### src/rtl/led_fade_ctrl.sv
// Multi-channel LED fade controller: duties step toward per-channel targets at PWM period
// boundaries, and the shared ramp is compared against each duty to drive registered PWM pins.
module led_fade_ctrl #(
    parameter int  NCHAN  = 4,
    parameter int  RATE_W = 4,
    localparam int CW     = (NCHAN > 1) ? $clog2(NCHAN) : 1
) (
    input  logic              clk,
    input  logic              rst_n,
    input  logic [7:0]        ramp,
    input  logic              cmd_valid,
    output logic              cmd_ready,
    input  logic [CW-1:0]     cmd_chan,
    input  logic [7:0]        cmd_target,
    input  logic [RATE_W-1:0] cmd_rate,
    output logic [NCHAN-1:0]  pwm,
    output logic              busy,
    output logic [NCHAN-1:0]  fade_done
);

    logic [7:0]        duty_q   [NCHAN];
    logic [7:0]        duty_d   [NCHAN];
    logic [7:0]        target_q [NCHAN];
    logic [7:0]        target_d [NCHAN];
    logic [RATE_W-1:0] rate_q   [NCHAN];
    logic [RATE_W-1:0] rate_d   [NCHAN];
    logic [RATE_W-1:0] div_q    [NCHAN];
    logic [RATE_W-1:0] div_d    [NCHAN];

    logic              pending_q, pending_d;
    logic [CW-1:0]     pchan_q, pchan_d;
    logic [7:0]        ptarget_q, ptarget_d;
    logic [RATE_W-1:0] prate_q, prate_d;
    logic [NCHAN-1:0]  pwm_q, pwm_d;
    logic [NCHAN-1:0]  done_q, done_d;

    logic period_end;
    logic apply_now;

    assign period_end = (ramp == 8'hFF);
    // pending_q is a register, so a command accepted on a wrap edge waits a full period
    assign apply_now  = period_end && pending_q;

    always_comb begin
        pending_d = pending_q;
        pchan_d   = pchan_q;
        ptarget_d = ptarget_q;
        prate_d   = prate_q;
        duty_d    = duty_q;
        target_d  = target_q;
        rate_d    = rate_q;
        div_d     = div_q;
        pwm_d     = '0;
        done_d    = '0;

        if (cmd_valid && !pending_q) begin
            pending_d = 1'b1;
            pchan_d   = cmd_chan;
            ptarget_d = cmd_target;
            prate_d   = cmd_rate;
        end else if (apply_now) begin
            pending_d = 1'b0;
        end

        for (int i = 0; i < NCHAN; i++) begin
            pwm_d[i] = (ramp < duty_q[i]);
            // Channel indices beyond NCHAN never match and are dropped here
            if (apply_now && (pchan_q == CW'(i))) begin
                target_d[i] = ptarget_q;
                rate_d[i]   = prate_q;
                div_d[i]    = '0;
                if (prate_q == '0) begin
                    duty_d[i] = ptarget_q;
                end
            end else if (period_end && (duty_q[i] != target_q[i])) begin
                if (div_q[i] == rate_q[i]) begin
                    div_d[i]  = '0;
                    duty_d[i] = (duty_q[i] < target_q[i]) ? duty_q[i] + 8'd1 : duty_q[i] - 8'd1;
                    done_d[i] = (duty_d[i] == target_q[i]);
                end else begin
                    div_d[i] = div_q[i] + 1'b1;
                end
            end
        end
    end

    always_ff @(posedge clk) begin
        if (!rst_n) begin
            for (int i = 0; i < NCHAN; i++) begin
                duty_q[i]   <= '0;
                target_q[i] <= '0;
                rate_q[i]   <= '0;
                div_q[i]    <= '0;
            end
            pending_q <= 1'b0;
            pchan_q   <= '0;
            ptarget_q <= '0;
            prate_q   <= '0;
            pwm_q     <= '0;
            done_q    <= '0;
        end else begin
            duty_q    <= duty_d;
            target_q  <= target_d;
            rate_q    <= rate_d;
            div_q     <= div_d;
            pending_q <= pending_d;
            pchan_q   <= pchan_d;
            ptarget_q <= ptarget_d;
            prate_q   <= prate_d;
            pwm_q     <= pwm_d;
            done_q    <= done_d;
        end
    end

    always_comb begin
        busy = pending_q;
        for (int i = 0; i < NCHAN; i++) begin
            busy = busy | (duty_q[i] != target_q[i]);
        end
    end

    assign cmd_ready = !pending_q;
    assign pwm       = pwm_q;
    assign fade_done = done_q;

endmodule

### config.mk
export PLATFORM = sky130hd
export DESIGN_NAME = led_fade_ctrl
export DESIGN_NICKNAME = d
export VERILOG_FILES = /design/src/rtl/led_fade_ctrl.sv
export SDC_FILE = /design/constraint.sdc
export NUM_CORES = 1
export LEC_CHECK = 0
export ABC_AREA = 0
export BUFFER_PORTS_ARGS = -buffer_cell sky130_fd_sc_hd__clkbuf_2
export CAP_MARGIN = 10
export CORE_UTILIZATION = 29
export CTS_CLUSTER_DIAMETER = 30
export DETAILED_ROUTE_END_ITERATION = 6
export PLACE_DENSITY = 0.42
export RECOVER_POWER = 100
export SETUP_SLACK_MARGIN = 0.05
export SLEW_MARGIN = 5
export SYNTH_ARGS = -nofsm -noshare
export SYNTH_HDL_FRONTEND = slang
export SYNTH_SLANG_ARGS = --single-unit
### constraint.sdc
create_clock -name clk -period 4.9 [get_ports clk]
set_input_delay 0.49 -clock clk [delete_from_list [all_inputs] [get_ports clk]]
set_output_delay 0.49 -clock clk [all_outputs]
set_load 0.02 [all_outputs]
* Word level (Yosys, flattened, before mapping) *
Index checks and enable logic that the tools add are counted.

cells by class
  $add $sub $neg = 12
  magnitude comparators = 8
  equality and inequality tests = 20
  mux-type cells = 23
  bitwise logic cells = 13
  reductions and logical operators = 34

operators by type and width
  operator                                                             number
  8-bit two-way mux                                                    17
  8-bit < comparator                                                   8
  8-bit by 1-bit adder with 8-bit output (second input constant)       4
  8-bit == test                                                        4
  8-bit != test                                                        4
  8-bit by 1-bit subtractor with 8-bit output (second input constant)  4
  2-bit nonzero test                                                   9
  4-bit by 1-bit adder with 4-bit output (second input constant)       4
  4-bit == test                                                        4
  4-bit two-way mux                                                    4
  4-bit OR reduction                                                   4
  3-bit AND reduction                                                  4
  1-bit logical AND                                                    10
  1-bit inverter                                                       9
  8-bit == test (second input constant)                                1
  2-bit OR reduction                                                   4
  2-bit != test (second input constant)                                3
  2-bit == test (second input constant)                                2
  4-bit zero test                                                      1
  1-bit OR                                                             4
  2-bit by 1-bit == test with 1-bit output (second input constant)     1
  2-bit zero test                                                      1
  1-bit two-way mux                                                    2
  2-bit by 1-bit != test with 1-bit output (second input constant)     1
  1-bit zero test                                                      1

word-level totals
  register bits = 119
  input bits = 25
  output and inout bits = 10
  logic and storage cells = 135

* Logic depth before layout (Yosys ltp) *
  word-level depth = 5
  gate-level depth with buffers = 16
  depth with buffers taken out = 15

* Least setup slack after synthesis *
Ideal clock, no wire load.

  path type = register to register
  from = reg target_q[14] in the netlist's numbering
  to = reg done_q[2] (netlist: fade_done[2])
  setup time = 0.092 ns
  data arrival time = 3.293 ns
  data required time = 4.808 ns
  path slack = 1.515 ns
  stages on the path, launching flop included = 15
  buffers on the path = 1
  period minus slack after synthesis = 3.385 ns
  cell sequence = dfxtp_1 > clkbuf_1 > inv_1 > ha_1 > a21o_1 > a221oi_1 > inv_1 > ha_1 > a21oi_1 > a21boi_0 > o21ai_0 > nand2b_1 > a31oi_1 > xnor3_1 > nor4_1

between the ends
  word-level cells in the longest chain between the ends = 4
  elaborated cells on any way between the ends = 7
  those cells by class = order compare: 1; eq/ne: 2; mux: 1; bitwise: 1; reduce/logical: 2

RTL lines
  what                                                                        line  RTL
  from (decl)                                                                 23    logic [7:0] target_q [NCHAN];
  from (signal assigned)                                                      103   target_q <= target_d;
  parallel branches: the longest is 4 deep, another holds 8-bit < comparator  --
  to (signal assigned)                                                        111   done_q <= done_d;
  to (decl)                                                                   35    logic [NCHAN-1:0] done_q, done_d;

Several ways; the timed one is not identified.
A chain may end at the register's enable or synchronous reset.

* Worst setup path in the final report *
  from = in ramp[5]
  to = reg duty_q[29] in the netlist's numbering

between the ends
  word-level cells in the longest chain between the ends = 5
  elaborated cells on any way between the ends = 9
  those cells by class = eq/ne: 2; mux: 1; reduce/logical: 6

RTL lines
  what                                                                                      line  RTL
  from (decl)                                                                               10    input logic [7:0] ramp,
  8-bit == test *                                                                           40    assign period_end = (ramp == 8'hFF);
  1-bit logical AND                                                                         42    assign apply_now = period_end && pending_q;
  1-bit logical AND                                                                         68    if (apply_now && (pchan_q == CW'(i))) begin
  2-bit by 1-bit != test with 1-bit output (no line) or 2-bit nonzero test (tied branches)  --
  3-bit AND reduction (no line)                                                             --
  to (signal assigned)                                                                      102   duty_q <= duty_d;
  to (decl)                                                                                 21    logic [7:0] duty_q [NCHAN];

Mark *: on every way between the ends. The rest lies on a longest branch, timed or not.

==> summary.txt <==
Setup path
  – Crit path launch type: primary input
  – Setup CP Type: in -> reg
  – Worst Path Arrival: 4300 ps
  – Worst R2R Start: target_q[11]
  – R2R setup slack: 1080 ps
  – Crit-path max FO: 15
  – CP endpoint kind: register
  – Worst R2R End: fade_done[2]
  – Crit path from: ramp[5]
  – Required time of the critical path: around 5200 ps
  – R2R depth: 14

Timing
  – Layout Skew: ~9.2 ps
  – Final period util: about four fifths
  – Max-slew headroom: -23.93%
  – Final hold vios: 0
  – Max Clk Rate: 249.5 MHz
  – # setup viols final: 0
  – Slew Viols, Final: 9
  – Unrepaired setup endpoints after global routing: no
  – Clock period minus worst slack: between 4000 and 5000 ps
  – Final TNS setup: 0 ps
  – Least-Margin Pin Slew: between 1500 and 2000 ps

Drt
  – Vias per inst: 4.943
  – WL per Instance: between 15 and 20 µm
  – Drt total wl: around 24000 µm
  – Routed via count: around 6700
  – # DRC: 0
  – Post-route ant nets: 0
  – Starting DRC count in detailed routing: about 400
  – Drt pass-1 iters: 6

Floorplan
  – Number of core rows: 59
  – Die height: between 150 and 200 µm
  – Starting Density: roughly 30%
  – CORE AREA: ~26000 µm²
  – Chip width: about 170 µm
  – Die ar.: 27840 µm²
  – IO Pins: 35

Global route
  – Largest net degree at the start of global routing: 37
  – Vias in the first global route: between 6000 and 7000
  – Initial antenna violation count: 1
  – GRT overflow: 0
  – Overall routing resource usage: between 15 and 20%
  – Global-route wire length before repair: around 37000 µm

Logic synthesis
  – Synth Instances: roughly 1000
  – Syn nets: between 1000 and 1500
  – Yosys warns: 0
  – Area leader, netlist: dfxtp_1
  – Yosys reg bits: 119
  – Share of the synthesized area in the top cell type: 30.22%
  – Post-Synthesis Mean Instance Area: approximately 8 µm²
  – EDFF count, synth: 0
  – Synth Flop Type: dfxtp_1
  – Unique masters post-synth: 65
  – Sequential fraction of the synthesis area: about 30%
  – Cell Area, Synth: 7883 µm²
  – Post-synth top cells: nand2_1, dfxtp_1, a21oi_1
  – Most frequent cell after synthesis: nand2_1
  – Top cells by area, synth: dfxtp_1, ha_1, nand2_1
  – Post-synthesis async set-or-reset flop share: 0%

Clock tree
  – H-tree depth: 4
  – Clock Sinks: between 100 and 150
  – Post-CTS Setup Bufs: 0
  – Clock Path Buffers: 2
  – CTS tree: built
  – Hold-fix buffers at CTS: 0
  – CTS buffer count: 17
  – Root Buffer: clkbuf_16
  – Clock latency on the worst-skew pair: around 420 ps
  – Post-cts resize count: 0
  – CTS clk-pin slew, worst paths: 60 ps

Power
  – Combinational share of power: under 10%
  – Power Internal: 1.846 mW
  – Clk pwr share: a little over half
  – Switching Power: 608.3 µW
  – Lkg Pwr: ~3.6 nW
  – Sequential share of power: slightly above 40%
  – Switching share of power: between 20% and 30%
  – Pwr per Cell Area: around 280 nW/µm²
  – VDD IR max: between 0.15 and 0.2 mV

Hold path
  – Worst Min Path Start: cmd_rate[2]
  – Hold Path Class: in -> reg
  – Worst Hold Depth: 3
  – Worst Hold Path EP: prate_q[2]

Flow run
  – Max-cap viol count: 2

Placement
  – GP Congestion: between 0.7 and 0.8
  – Placed Instances: 1328
  – HPWL Detailed: approximately 17000 µm
  – Cell Area, Placed: about 8400 µm²
  – Number of port buffers: 34

Final layout
  – Layout area overhead: 12.59%
  – Ant diodes: 0
  – Layout cell share with drive strength beyond 1: under 10%
  – Final net count: roughly 1100
  – Non-filler instance count after layout: ~1400
  – Post-route design area: between 8000 and 9000 µm²
  – Final Util: between 30% and 40%

Outcome
  – Failing checks: capacitance limit, slew limit
  – Status: finished with violations
-- kinds of logic after synthesis --
group / after synthesis / synth area share (%)
AOI/OAI and AO/OA: 242 / 19.57
xor gates and xnor gates: 75 / 8.682
adders and majority gates: 92 / 14.98
buffers and inverters: 114 / 6.000
DFF: 119 / 30.22
muxes: 6 / 0.7937
and+or+nand+nor: 339 / 19.75
-- stage by stage --
step                      hold WS [ps]  worst slack, ps  power [mW]
after floorplan                  431.9             1515       1.071
after global placement           446.9             1161       1.137
after detailed placement         451.9             1097       1.137
after CTS                        269.0             1031       2.501
after global routing             292.6            649.0       2.552
final                            287.6            892.2       2.454
-- registers in the layout, indices dropped and copies added (netlist names) --
name,flops
pwm,4
ptarget_q,8
pending_q,1
fade_done,4
target_q,32
duty_q,32
pchan_q,2
div_q,16
prate_q,4
rate_q,16
-- worst max-delay path by stage --
stage	cells past startpoint	slack (ps)	end
floorplan	14	1510	fade_done[2]
global placement	14	1160	fade_done[2]
detailed placement	14	1100	fade_done[2]
CTS	14	1030	fade_done[2]
global route	8	650	duty_q[29]
finish	8	890	duty_q[29]
-- cell usage in the layout (no fill, tap or decap), types with 4 or more instances in the layout --
master,instances
nand2_1,164
dfxtp_1,119
a21oi_1,91
ha_1,88
inv_1,77
nor2_1,73
xnor2_1,49
o21ai_0,48
xor2_1,24
clkbuf_2,23
nand3_1,20
nor3_1,20
a21boi_0,20
clkbuf_16,17
nand4_1,16
nand2b_1,15
clkbuf_1,14
o211a_1,12
a31oi_1,11
o211ai_1,9
nor4_1,8
a311oi_1,8
a21o_1,7
a2111oi_0,6
or3_1,5
buf_4,5
a211oi_1,4
o21a_1,4
a22oi_1,4
mux2i_1,4
fa_1,4
-- critical path, cell delays in order --
cell and delay, ps:
clkbuf_1 420, nand4_1 180, or2_0 640, nor4_1 1560
mux2_1 640, o211ai_1 150, o21ai_0 150, nor2_1 50
-- power by group through the flow --
stage	logic (mW)	clock network [mW]	registers [mW]
2_1_floorplan	0.0616	0	1.01
3_3_place_gp	0.113	0	1.02
3_5_place_dp	0.112	0	1.03
4_1_cts	0.112	1.38	1.00
5_1_grt	0.123	1.43	1.00
6_report	0.109	1.34	1.00
-- metal layers --
metal,GRT usage [%],wire length (µm)
met2,28.16,10860
met3,2.947,886
met5,0,0
met4,4.227,200
met1,24.18,11630
-- area by class of cell --
class | count | area [µm²]
multi-input combinational | 754 | 4952
fill | 2846 | 17480
clock inverter | 13 | 170.2
sequential | 119 | 2382
tap | 335 | 419.2
inverter | 78 | 292.8
timing repair buffer | 42 | 205.2
clock buffer | 19 | 452.9
(Power assumes the default switching activity.)
